## config.mk

```make
export PLATFORM = sky130hd
export DESIGN_NAME = up_down_bcd_counter_n
export DESIGN_NICKNAME = d
export VERILOG_FILES = /design/src/rtl/up_down_bcd_counter_n.sv
export SDC_FILE = /design/constraint.sdc
export NUM_CORES = 1
export LEC_CHECK = 0
export BUFFER_PORTS_ARGS = -buffer_cell sky130_fd_sc_hd__buf_2
export CAP_MARGIN = 40
export CORE_ASPECT_RATIO = 0.75
export CORE_MARGIN = 4
export CORE_UTILIZATION = 45
export CTS_BUF_LIST = sky130_fd_sc_hd__clkbuf_4 sky130_fd_sc_hd__clkbuf_8
export CTS_CLUSTER_DIAMETER = 200
export DETAILED_ROUTE_END_ITERATION = 12
export PLACE_DENSITY = 0.76
export SKIP_LAST_GASP = 1
export SLEW_MARGIN = 20
export SYNTH_ARGS = -nofsm -noshare
export SYNTH_HDL_FRONTEND = slang
export SYNTH_SLANG_ARGS = --single-unit
```

## constraint.sdc

```tcl
create_clock -name clk -period 3 [get_ports clk]
set_input_delay 0.45 -clock clk [delete_from_list [all_inputs] [get_ports clk]]
set_output_delay 0.45 -clock clk [all_outputs]
set_load 0.005 [all_outputs]
```

## src/rtl/up_down_bcd_counter_n.sv

```systemverilog
// Cascadable N-decade BCD up/down counter with wrap or saturate behaviour at the
// boundaries, synchronous clear/load, and one-cycle status pulses.
module up_down_bcd_counter_n #(
    parameter int unsigned DIGITS    = 2,
    parameter int unsigned WRAP_MODE = 1
) (
    input  logic                  clk,
    input  logic                  reset_n,
    input  logic                  en,
    input  logic                  sel,
    input  logic                  clear,
    input  logic                  load,
    input  logic [4*DIGITS-1:0]   load_val,
    output logic [4*DIGITS-1:0]   count,
    output logic                  tc,
    output logic                  wrapped,
    output logic                  saturated,
    output logic                  load_err
);

    localparam int unsigned W = 4 * DIGITS;

    logic [W-1:0] count_q, count_d;
    logic [W-1:0] count_step;
    logic [W-1:0] load_fix;
    logic         wrapped_q, wrapped_d;
    logic         saturated_q, saturated_d;
    logic         load_err_q, load_err_d;

    logic         at_max, at_zero, load_bad, boundary;
    logic         carry;
    logic [3:0]   digit, ld_digit;

    // Per-digit decode: boundary detect, load clamping and the ripple carry/borrow chain.
    always_comb begin
        at_max     = 1'b1;
        at_zero    = 1'b1;
        load_bad   = 1'b0;
        load_fix   = '0;
        count_step = '0;
        carry      = 1'b1;
        digit      = 4'd0;
        ld_digit   = 4'd0;
        for (int i = 0; i < int'(DIGITS); i++) begin
            digit    = count_q[4*i +: 4];
            ld_digit = load_val[4*i +: 4];
            at_max   = at_max & (digit == 4'd9);
            at_zero  = at_zero & (digit == 4'd0);

            if (ld_digit > 4'd9) begin
                load_fix[4*i +: 4] = 4'd9;
                load_bad           = 1'b1;
            end else begin
                load_fix[4*i +: 4] = ld_digit;
            end

            if (!carry) begin
                count_step[4*i +: 4] = digit;
            end else if (!sel) begin
                count_step[4*i +: 4] = (digit == 4'd9) ? 4'd0 : digit + 4'd1;
                carry                = (digit == 4'd9);
            end else begin
                count_step[4*i +: 4] = (digit == 4'd0) ? 4'd9 : digit - 4'd1;
                carry                = (digit == 4'd0);
            end
        end
    end

    assign boundary = sel ? at_zero : at_max;
    assign tc       = en & boundary;

    always_comb begin
        count_d     = count_q;
        wrapped_d   = 1'b0;
        saturated_d = 1'b0;
        load_err_d  = 1'b0;
        if (clear) begin
            count_d = '0;
        end else if (load) begin
            count_d    = load_fix;
            load_err_d = load_bad;
        end else if (en) begin
            if (boundary && (WRAP_MODE == 0)) begin
                saturated_d = 1'b1;
            end else begin
                // At a boundary the ripple chain already lands on 0 / MAX.
                count_d   = count_step;
                wrapped_d = boundary;
            end
        end
    end

    always_ff @(posedge clk or negedge reset_n) begin
        if (!reset_n) begin
            count_q     <= '0;
            wrapped_q   <= 1'b0;
            saturated_q <= 1'b0;
            load_err_q  <= 1'b0;
        end else begin
            count_q     <= count_d;
            wrapped_q   <= wrapped_d;
            saturated_q <= saturated_d;
            load_err_q  <= load_err_d;
        end
    end

    assign count     = count_q;
    assign wrapped   = wrapped_q;
    assign saturated = saturated_q;
    assign load_err  = load_err_q;

endmodule
```

==> flow_metrics.py <==
metrics = {
    "grt": {
        "first_global_vias": 877,
        "grt_max_degree": 19,
        "overflow": 0,
        "grt_usage_pct": 18.2,
        "antenna_found_initial": 0,
        "grt_pass1_wl_um": 4220,
    },
    "clock_tree": {
        "cts_resized": 0,
        "cts_tree": "built",
        "htreeDepth": 1,
        "cts_buffers": 3,
        "holdBufCountCts": 0,
        "cts_setup_buffers": 0,
        "clockBufferDepth": 2,
        "cts_sinks": 10,
        "cts.clk_slew.worst_paths_ns": 0.07,
        "root_buffer": "clkbuf_4",
        "insertion_delay_ns": 0.27,
    },
    "synth": {
        "avgSynthCellArea_um2": 8.65,
        "synthFlopType": "dfrtp_1",
        "synth_edf_count": 0,
        "ys_async_sr_fraction_pct": 100,
        "synth_top_area_cell": "dfrtp_1",
        "yosysWarnings": 0,
        "netlist_area_um2": 977,
        "synthCells": 113,
        "synthesis.nets": 131,
        "synth_common_cells": "dfrtp_1 (10), nor2_1 (9), inv_1 (7), nand2_1 (7)",
        "ys_seq_elements": 10,
        "synth_cell_type_count": 48,
        "yosysTopAreaCellShare_pct": 25.6,
        "yosysMostFrequentCell": "dfrtp_1",
        "synth_area_leaders": "dfrtp_1 (26%), ha_1 (5.1%), nand3b_4 (4.1%), a211oi_1 (3.8%), nor2_1 (3.5%)",
        "synth_seq_area_share_pct": 25.6,
    },
    "floorplan": {
        "core_area_um2": 2030,
        "die_area_um2": 2990,
        "initial_core_util_pct": 48.1,
        "fp.dieH_um": 48.4,
        "core.rowCount": 14,
        "dieWidth_um": 61.8,
        "pin_count": 26,
    },
    "timing": {
        "tns_ns": 0,
        "rsz0062_at_grt": "false",
        "finalMaxSlewViolations": 0,
        "hold_viol": 0,
        "finClkSkew_ns": 0.000574,
        "fin_crit_sh_pct": 72.5,
        "fmax_mhz": 460,
        "fin_crit_ns": 2.18,
        "setup_viol": 0,
    },
    "power_and_ir_drop": {
        "power_density_nw_per_um2": 381,
        "internal_power_uw": 279,
        "power.share.switching_pct": 33.6,
        "ir_drop_mv": 0.311,
        "pwr-share-seq_pct": 40.3,
        "power_uw": 420,
        "comb_power_share_pct": 30.1,
        "p_leak_uw": 0.000533,
        "switchingPower_uw": 141,
        "clock_power_share_pct": 29.7,
    },
    "drt": {
        "detail-route-antenna-nets": 0,
        "wl_met2_um": 1110,
        "drc": 0,
        "avgRoutedWirePerCell_um": 16.0,
        "drt_iter0_markers": 52,
        "dr.pass1.iters": 4,
        "vias": 938,
        "via_per_inst": 6.05,
        "wl_met1_um": 1140,
        "top_layer": "met4",
        "routed_wl_um": 2480,
        "routed-wl-met3_um": 217,
    },
    "setup_path": {
        "r2r_slack_ns": 1.22,
        "worstPathMaxFanout": 6,
        "crit_path_start_kind": "flop",
        "endpoint_kind": "output pin",
        "r2r_end": "count[7]",
        "reg2reg_depth": 6,
        "reg2reg_from": "count[0]",
        "critPathKind": "flop to output pin",
        "cp_data_arrival_time_ns": 1.73,
        "required_ns": 2.55,
    },
    "placed_design": {
        "dpl.hpwl_um": 1900,
        "numPortBuffers": 24,
        "gp_congestion": 0.876,
    },
    "status": {
        "status": "finished, final reports clean",
    },
    "finish": {
        "fin_nets": 150,
        "fin_util_pct": 54.3,
        "multi_input_area_um2": 641,
        "num_antenna_cells": 0,
        "fill_cells": 200,
        "drive_gt1_share_pct": 27.5,
        "syn2layout_area_growth_pct": 12.9,
        "seqCellArea_um2": 250,
    },
    "worst_hold_path": {
        "hold_path_class": "input pin to async pin",
    },
    "job": {
        "maxCapViolCount": 0,
    },
}
## worst max-delay path, cell delays in order, from the launching register on
cell and delay [ns]:
dfrtp_1 0.44, inv_1 0.14, ha_1 0.28, nand3b_4 0.12, o22ai_1 0.18, and3_1 0.18, buf_2 0.11
## flip-flops by register name, summed over array words and instances (netlist names)
name,count
wrapped,1
count,8
load_err,1
## through the flow
step                std cells  hold slack, ns  cell area (µm²)  worst slack (ns)
finish                    155          0.0328             1100             0.824
global route              155          0.0305             1100             0.653
detailed placement        151           0.328             1070              1.12
floorplan                 113           0.154              977              1.33
global placement          151           0.319             1070              1.15
CTS                       155          0.0341             1100             0.812
## worst max path at each step
stage	start	end
5_1_grt	count[0]	tc
3_5_place_dp	count[0]	tc
4_1_cts	count[0]	tc
3_3_place_gp	count[0]	tc
6_report	count[1]	tc
2_1_floorplan	count[0]	tc
## area by class of cell
class | count | area share [%]
inverters | 7 | 2.38
repair buffers | 24 | 10.9
flip-flops and latches | 10 | 22.7
multi-input cells | 86 | 58.0
well taps | 24 | 2.72
clock buffers | 4 | 3.29
## layout by cell type, fill, tap and decap left out, types with 2 or more instances in the layout
master | synthesis | layout
a2111oi_0 | 2 | 2
a211oi_1 | 5 | 5
a21o_1 | 2 | 2
a21oi_1 | 4 | 4
a221oi_1 | 3 | 3
a31oi_1 | 2 | 2
and3_1 | 3 | 3
buf_2 | 3 | 24
clkbuf_4 | 0 | 3
dfrtp_1 | 10 | 10
ha_1 | 4 | 4
inv_1 | 7 | 7
nand2_1 | 7 | 7
nand2b_1 | 5 | 5
nand3b_4 | 2 | 2
nor2_1 | 9 | 9
nor2b_1 | 5 | 5
nor3b_1 | 2 | 2
o21ai_0 | 3 | 3
o22ai_1 | 2 | 2
## power groups by stage
stage	clock (µW)	sequential, µW	combinational [µW]
detailed placement	0	172	126
global route	138	173	142
global placement	0	170	125
CTS	128	169	126
finish	125	169	126
floorplan	0	158	104
## logic make-up (layout without fill, tap and decap cells)
logic type | Yosys count | in the layout | share of synthesized area, %
simple gates | 39 | 39 | 24.7
compound gates | 38 | 38 | 31.2
buf+inv | 17 | 35 | 8.83
flops | 10 | 10 | 25.6
fa+ha+maj | 4 | 4 | 5.12
xor+xnor | 2 | 2 | 1.79
mux | 2 | 2 | 2.30
other cells | 1 | 1 | 0.384
## per-layer routing
metal / vias to the layer above / GRT usage, %
met5: - / 0
met4: 0 / 3.18
met3: 5 / 3.46
met2: 49 / 25.6
met1: 438 / 28.7
li1: 446 / -
Power figures use the tool's default switching activity.
